### src/rtl/axil_adder_pkg.sv
// Shared constants and FSM state types for the AXI4-Lite multi-channel adder.
package axil_adder_pkg;

  localparam logic [1:0] RESP_OKAY   = 2'b00;
  localparam logic [1:0] RESP_SLVERR = 2'b10;

  // Register offsets are word indices inside a channel's 16-byte window (address bits [3:2])
  localparam logic [1:0] OFF_OPA  = 2'd0;
  localparam logic [1:0] OFF_OPB  = 2'd1;
  localparam logic [1:0] OFF_SUM  = 2'd2;
  localparam logic [1:0] OFF_STAT = 2'd3;

  localparam int STAT_CARRY = 0;
  localparam int STAT_VALID = 1;

  typedef enum logic [1:0] {W_IDLE, W_HAVE_ADDR, W_HAVE_DATA, W_RESP} wr_state_t;
  typedef enum logic {R_IDLE, R_DATA} rd_state_t;

endpackage

### src/rtl/axil_adder_channel.sv
// One adder channel: byte-strobed operand registers, registered sum, carry and sticky result_valid.
// Defining AXIL_ADDER_SAT_EN makes SUM saturate to all-ones on carry-out.
module axil_adder_channel #(
  parameter int DATA_WIDTH = 32
) (
  input  logic                    clk,
  input  logic                    rst_n,
  input  logic                    wr_a,
  input  logic                    wr_b,
  input  logic [DATA_WIDTH-1:0]   wdata,
  input  logic [DATA_WIDTH/8-1:0] wstrb,
  output logic [DATA_WIDTH-1:0]   op_a,
  output logic [DATA_WIDTH-1:0]   op_b,
  output logic [DATA_WIDTH-1:0]   sum,
  output logic                    carry,
  output logic                    result_valid
);

  logic [DATA_WIDTH-1:0] a_next;
  logic [DATA_WIDTH-1:0] b_next;
  logic [DATA_WIDTH-1:0] sum_next;
  logic [DATA_WIDTH:0]   full;

  // The sum is formed from the merged operands so SUM is already current when bvalid rises
  always_comb begin
    a_next = op_a;
    b_next = op_b;
    for (int i = 0; i < DATA_WIDTH/8; i++) begin
      if (wr_a && wstrb[i]) a_next[8*i +: 8] = wdata[8*i +: 8];
      if (wr_b && wstrb[i]) b_next[8*i +: 8] = wdata[8*i +: 8];
    end
    full = {1'b0, a_next} + {1'b0, b_next};
`ifdef AXIL_ADDER_SAT_EN
    sum_next = full[DATA_WIDTH] ? '1 : full[DATA_WIDTH-1:0];
`else
    sum_next = full[DATA_WIDTH-1:0];
`endif
  end

  always_ff @(posedge clk or negedge rst_n) begin
    if (!rst_n) begin
      op_a         <= '0;
      op_b         <= '0;
      sum          <= '0;
      carry        <= 1'b0;
      result_valid <= 1'b0;
    end else if (wr_a || wr_b) begin
      op_a         <= a_next;
      op_b         <= b_next;
      sum          <= sum_next;
      carry        <= full[DATA_WIDTH];
      result_valid <= 1'b1;
    end
  end

endmodule

### src/rtl/axil_multi_adder.sv
// AXI4-Lite slave exposing NUM_CH independent adder channels, each in a 16-byte window.
// Build with AXIL_ADDER_SAT_EN defined to make every channel's SUM saturate on carry.
module axil_multi_adder
  import axil_adder_pkg::*;
#(
  parameter int DATA_WIDTH = 32,
  parameter int ADDR_WIDTH = 8,
  parameter int NUM_CH     = 4
) (
  input  logic                    s1_axi_aclk,
  input  logic                    s1_axi_aresetn,
  input  logic [ADDR_WIDTH-1:0]   s1_axi_awaddr,
  input  logic                    s1_axi_awvalid,
  output logic                    s1_axi_awready,
  input  logic [DATA_WIDTH-1:0]   s1_axi_wdata,
  input  logic [DATA_WIDTH/8-1:0] s1_axi_wstrb,
  input  logic                    s1_axi_wvalid,
  output logic                    s1_axi_wready,
  output logic [1:0]              s1_axi_bresp,
  output logic                    s1_axi_bvalid,
  input  logic                    s1_axi_bready,
  input  logic [ADDR_WIDTH-1:0]   s1_axi_araddr,
  input  logic                    s1_axi_arvalid,
  output logic                    s1_axi_arready,
  output logic [DATA_WIDTH-1:0]   s1_axi_rdata,
  output logic [1:0]              s1_axi_rresp,
  output logic                    s1_axi_rvalid,
  input  logic                    s1_axi_rready
);

  localparam int STRB_W = DATA_WIDTH / 8;
  localparam logic [ADDR_WIDTH-1:0] NUM_CH_A = ADDR_WIDTH'(NUM_CH);

  wr_state_t w_state, w_next;
  rd_state_t r_state, r_next;
  logic active;
  logic aw_hs, w_hs, ar_hs, commit;
  logic [ADDR_WIDTH-1:0] awaddr_q, c_addr, w_chan, r_chan;
  logic [DATA_WIDTH-1:0] wdata_q, c_data, rdata_q, rd_val;
  logic [STRB_W-1:0]     wstrb_q, c_strb;
  logic [1:0]            w_off, r_off, bresp_q, rresp_q;
  logic                  w_ok, r_ok;
  logic [NUM_CH-1:0]     wr_a, wr_b, carry_arr, valid_arr;
  logic [DATA_WIDTH-1:0] op_a_arr [NUM_CH];
  logic [DATA_WIDTH-1:0] op_b_arr [NUM_CH];
  logic [DATA_WIDTH-1:0] sum_arr  [NUM_CH];
  logic                  unused_addr_lsbs;

  // Readies stay low until the first edge after reset release
  assign s1_axi_awready = active && (w_state == W_IDLE || w_state == W_HAVE_DATA);
  assign s1_axi_wready  = active && (w_state == W_IDLE || w_state == W_HAVE_ADDR);
  assign s1_axi_bvalid  = (w_state == W_RESP);
  assign s1_axi_bresp   = bresp_q;
  assign s1_axi_arready = active && (r_state == R_IDLE);
  assign s1_axi_rvalid  = (r_state == R_DATA);
  assign s1_axi_rdata   = rdata_q;
  assign s1_axi_rresp   = rresp_q;

  assign aw_hs = s1_axi_awvalid && s1_axi_awready;
  assign w_hs  = s1_axi_wvalid && s1_axi_wready;
  assign ar_hs = s1_axi_arvalid && s1_axi_arready;

  assign c_addr = (w_state == W_HAVE_ADDR) ? awaddr_q : s1_axi_awaddr;
  assign c_data = (w_state == W_HAVE_DATA) ? wdata_q  : s1_axi_wdata;
  assign c_strb = (w_state == W_HAVE_DATA) ? wstrb_q  : s1_axi_wstrb;
  assign w_chan = c_addr >> 4;
  assign w_off  = c_addr[3:2];
  assign w_ok   = (w_chan < NUM_CH_A) && (w_off == OFF_OPA || w_off == OFF_OPB);
  assign r_chan = s1_axi_araddr >> 4;
  assign r_off  = s1_axi_araddr[3:2];
  assign r_ok   = (r_chan < NUM_CH_A);
  assign unused_addr_lsbs = ^{c_addr[1:0], s1_axi_araddr[1:0]};

  always_comb begin
    w_next = w_state;
    commit = 1'b0;
    case (w_state)
      W_IDLE: begin
        if (aw_hs && w_hs) begin
          commit = 1'b1;
          w_next = W_RESP;
        end else if (aw_hs) begin
          w_next = W_HAVE_ADDR;
        end else if (w_hs) begin
          w_next = W_HAVE_DATA;
        end
      end
      W_HAVE_ADDR: if (w_hs) begin
        commit = 1'b1;
        w_next = W_RESP;
      end
      W_HAVE_DATA: if (aw_hs) begin
        commit = 1'b1;
        w_next = W_RESP;
      end
      W_RESP: if (s1_axi_bready) w_next = W_IDLE;
      default: w_next = W_IDLE;
    endcase
  end

  always_comb begin
    r_next = r_state;
    case (r_state)
      R_IDLE:  if (ar_hs) r_next = R_DATA;
      R_DATA:  if (s1_axi_rready) r_next = R_IDLE;
      default: r_next = R_IDLE;
    endcase
  end

  always_comb begin
    rd_val = '0;
    for (int c = 0; c < NUM_CH; c++) begin
      if (r_chan == ADDR_WIDTH'(c)) begin
        case (r_off)
          OFF_OPA: rd_val = op_a_arr[c];
          OFF_OPB: rd_val = op_b_arr[c];
          OFF_SUM: rd_val = sum_arr[c];
          default: begin
            rd_val             = '0;
            rd_val[STAT_CARRY] = carry_arr[c];
            rd_val[STAT_VALID] = valid_arr[c];
          end
        endcase
      end
    end
  end

  always_ff @(posedge s1_axi_aclk or negedge s1_axi_aresetn) begin
    if (!s1_axi_aresetn) begin
      w_state <= W_IDLE;
      r_state <= R_IDLE;
      active  <= 1'b0;
    end else begin
      w_state <= w_next;
      r_state <= r_next;
      active  <= 1'b1;
    end
  end

  // Beats are captured independently so AW and W may arrive in either order
  always_ff @(posedge s1_axi_aclk or negedge s1_axi_aresetn) begin
    if (!s1_axi_aresetn) begin
      awaddr_q <= '0;
      wdata_q  <= '0;
      wstrb_q  <= '0;
      bresp_q  <= RESP_OKAY;
      rdata_q  <= '0;
      rresp_q  <= RESP_OKAY;
    end else begin
      if (aw_hs) awaddr_q <= s1_axi_awaddr;
      if (w_hs) begin
        wdata_q <= s1_axi_wdata;
        wstrb_q <= s1_axi_wstrb;
      end
      if (commit) bresp_q <= w_ok ? RESP_OKAY : RESP_SLVERR;
      if (ar_hs) begin
        rdata_q <= r_ok ? rd_val : '0;
        rresp_q <= r_ok ? RESP_OKAY : RESP_SLVERR;
      end
    end
  end

  for (genvar c = 0; c < NUM_CH; c++) begin : g_ch
    assign wr_a[c] = commit && w_ok && (w_chan == ADDR_WIDTH'(c)) && (w_off == OFF_OPA);
    assign wr_b[c] = commit && w_ok && (w_chan == ADDR_WIDTH'(c)) && (w_off == OFF_OPB);

    axil_adder_channel #(.DATA_WIDTH(DATA_WIDTH)) u_ch (
      .clk          (s1_axi_aclk),
      .rst_n        (s1_axi_aresetn),
      .wr_a         (wr_a[c]),
      .wr_b         (wr_b[c]),
      .wdata        (c_data),
      .wstrb        (c_strb),
      .op_a         (op_a_arr[c]),
      .op_b         (op_b_arr[c]),
      .sum          (sum_arr[c]),
      .carry        (carry_arr[c]),
      .result_valid (valid_arr[c])
    );
  end

endmodule

### config.mk
export PLATFORM = sky130hd
export DESIGN_NAME = axil_multi_adder
export DESIGN_NICKNAME = d
export VERILOG_FILES = /design/src/rtl/axil_adder_pkg.sv /design/src/rtl/axil_adder_channel.sv /design/src/rtl/axil_multi_adder.sv
export SDC_FILE = /design/constraint.sdc
export NUM_CORES = 1
export LEC_CHECK = 0
export CORE_UTILIZATION = 40
export DETAILED_ROUTE_END_ITERATION = 12
export RECOVER_POWER = 100
export SKIP_LAST_GASP = 1
export SLEW_MARGIN = 30
export SYNTH_ARGS = -nofsm -noshare
export SYNTH_HDL_FRONTEND = slang
export SYNTH_SLANG_ARGS = --single-unit
export TNS_END_PERCENT = 50
### constraint.sdc
create_clock -name s1_axi_aclk -period 8.3 [get_ports s1_axi_aclk]
set_input_delay 0.83 -clock s1_axi_aclk [delete_from_list [all_inputs] [get_ports s1_axi_aclk]]
set_output_delay 0.83 -clock s1_axi_aclk [all_outputs]
set_load 0.03 [all_outputs]
==> impl_metrics.toml <==
[global_routing]
grt_first_pass_wirelength_um = 143000
grt_pass1_vias = 24700
antenna_found_initial = 2
grt_max_degree = 150
track_usage_pct = 24.3
gr-total-overflow = 0

[critical_path]
critPathCaptureType = "register"
critPathMaxStageDelay_ns = 0.76
crit_type = "register to register"
r2r_start = "w_state[1]"
timing.rr.end = "g_ch[3].u_ch.sum[28]"
cp_max_fo = 18
crit_top_cell = "o21ai_0"
worstPathArrival_ns = 8.29
slowest_stage = "ha_1"
cp.required_ns = 8.69
worstRegToRegCells = 22
crit_path_start_kind = "register"
setup.worst_path.start = "w_state[1]"
critical_path.cell_chain = "inv_1, ha_1, nor4b_4, o211ai_2, nor3_1, nand2_1, nor2_1, clkbuf_1, a21oi_1, ha_1, nor2b_1, o21ai_0, a21boi_0, o311a_1, o41ai_1, a221oi_1, or3_1, a311oi_2, o21ai_0, a21oi_1, xor2_1, o21ai_0"
r2r_slack_ns = 0.39
endpoint = "g_ch[3].u_ch.sum[28]"

[clock_tree]
cts_sinks = 472
clk_latency_ns = 0.65
cts_buffers = 56
cts_max_path_buffers = 3
postCtsSetupBuffers = 0
clk_pin_slew_ns = 0.06
cts_hold_buffers = 0
h-tree-depth = 2
cts_resized = 0
cts_tree = "yes"
cts_root_buffer = "clkbuf_16"

[routing]
ant_nets = 0
drc_errors = 6
first_pass_iters = 9
vias = 25600
drtIter0Drc = 1988
avgRoutedWirePerCell_um = 20.7
vias_per_cell = 5.78
drt_wl_total_um = 91700

[timing]
finalHoldViolCount = 0
rsz0062_at_grt = "no"
skew_ns = 0.0435
holdWs_ns = 0.459
worst_slew_pin_slew_ns = 3.78
relSlewSlack_pct = -152
finalMaxSlewViolations = 937
finalSetupViolCount = 0
tns_ns = 0
period_needed_ns = 7.91
finalCritPeriodShare_pct = 95.3
fmax_mhz = 126

[flow_run]
drv_cap = 20

[synth]
syn_area_um2 = 29800
synth.avg_cell_area_um2 = 8.78
synth_edf_count = 0
ys_seq_area_share_pct = 39.7
synthArstFlopShare_pct = 100
ys_types = 101
synth_ff_type = "dfrtp_1"
synth_top_area_share_pct = 39.7
netlist_instances = 3392
yosys_warnings = 0
yosys.area.top_type = "dfrtp_1"
synth_area_leaders = "dfrtp_1, a21oi_1, o21ai_0"
ys_ff_latch = 472

[min_path]
min_path_cells = 1
hp-class = "register to register"

[die]
die_w_um = 275
row_count = 99
fp.dieArea_um2 = 75600
io_pins = 100
die_y_um = 275
core-area_um2 = 73300
initial_core_util_pct = 40.6

[final_layout]
ff_latch_area_um2 = 11800
final_core_util_pct = 45.6
multiInputGateArea_um2 = 16800
drive_above_1_share_pct = 7.99
nFillCells = 7292
final_common_cell = "a21oi_1"
final_cell_area_um2 = 33500
synthToLayoutAreaGrowth_pct = 12.3
layout_common_cells = "a21oi_1, dfrtp_1, o21ai_0, nand2_1, nor2_1"
final_nets = 3604

[place]
portBuffers = 93
gp_congestion = 0.925
place_area_um2 = 31900
dp_hpwl_um = 63000

[status]
status = "finished with violations"
violations = "design-rule violations, max-capacitance violations, max-slew violations"

[power_and_ir_drop]
peakVddDrop_uv = 144
power.leakage_nw = 15.4
powerDensity_nw_per_um2 = 236
[cell usage after synthesis (37+ instances only)]
library cell and count:
mux2_2 84, xor2_1 63, xnor2_1 65, dfrtp_1 472, o2111ai_1 37, a21oi_1 499
a21o_1 49, o21ai_0 389, ha_1 122, nor2_1 310, inv_1 66, a211oi_1 39
mux2i_1 163, clkbuf_1 179, nand2_1 385
[where the power goes]
| group | switching [W] | leakage (nW) | internal (W) |
|---|---|---|---|
| Combinational | 0.00159 | 8.07 | 0.000883 |
| Sequential | 0.000205 | 6.40 | 0.00263 |
| Clock | 0.00104 | 0.949 | 0.00154 |
[through the flow]
step                instances  power [W]  setup WS, ns
floorplan                3393    0.00450          2.49
global placement         4319    0.00533          1.04
detailed placement       4320    0.00536         0.900
CTS                      4424    0.00799         0.840
global route             4425    0.00830        0.0599
finish                   4425    0.00790         0.393
[per-layer routing]
| metal | vias up | share of wire [%] | GRT usage (%) |
|---|---|---|---|
| met5 | - | 0.014 | 0 |
| met4 | 2 | 3.2 | 7.97 |
| met3 | 149 | 6.2 | 3.32 |
| met2 | 747 | 44 | 37.7 |
| met1 | 12400 | 47 | 34.8 |
| li1 | 12300 | - | - |
[worst max-delay path: cells and delay by family (launching register included)]
| family | cells | cell delay (ns) |
|---|---|---|
| adders and majority gates | 2 | 1.12 |
| DFF | 1 | 0.41 |
| xor gates and xnor gates | 1 | 0.14 |
| and+or+nand+nor | 6 | 2.06 |
| AOI/OAI and AO/OA | 11 | 3.33 |
| buffers and inverters | 2 | 0.55 |
[final cells by class]
class / instances / share of cell area (%)
clock inverter: 24 / 0.938
inverter: 66 / 0.740
timing repair buffer: 187 / 4.45
sequential: 472 / 35.3
clock buffer: 80 / 4.85
tap: 959 / 3.59
multi-input combinational: 2636 / 50.1
antenna: 1 / 0.00748
[cell families (layout without fill, tap and decap cells)]
kind of cell	Yosys count	count (layout)	synth area share, %
muxes	261	261	9.64
AOI/OAI and AO/OA	1233	1233	24.4
xor gates and xnor gates	130	130	3.89
DFF	472	472	39.7
adders and majority gates	129	129	5.49
other	2	4	0.0252
and+or+nand+nor	880	880	13.1
buffers and inverters	285	357	3.82
[worst min path at each step]
| stage | slack [ns] | startpoint | endpoint |
|---|---|---|---|
| 2_1_floorplan | 0.43 | g_ch[0].u_ch.result_valid | g_ch[0].u_ch.result_valid |
| 3_3_place_gp | 0.45 | g_ch[1].u_ch.result_valid | g_ch[1].u_ch.result_valid |
| 3_5_place_dp | 0.45 | g_ch[3].u_ch.result_valid | g_ch[3].u_ch.result_valid |
| 4_1_cts | 0.12 | s1_axi_aresetn | wdata_q[26] |
| 5_1_grt | 0.49 | g_ch[1].u_ch.result_valid | g_ch[1].u_ch.result_valid |
| 6_report | 0.46 | g_ch[1].u_ch.result_valid | g_ch[1].u_ch.result_valid |
[registers in the layout, summed over array words and instances, names as in the netlist, named ones only]
| name | count |
|---|---|
| awaddr_q | 6 |
| w_state | 2 |
| g_ch.u_ch.result_valid | 4 |
| wdata_q | 32 |
| s1_axi_bresp | 1 |
| g_ch.u_ch.op_a | 128 |
| g_ch.u_ch.carry | 4 |
| s1_axi_rdata | 32 |
| active | 1 |
| s1_axi_rvalid | 1 |
| g_ch.u_ch.sum | 128 |
| g_ch.u_ch.op_b | 125 |
| wstrb_q | 4 |
| s1_axi_rresp | 1 |
Power figures use the tool's default switching activity.
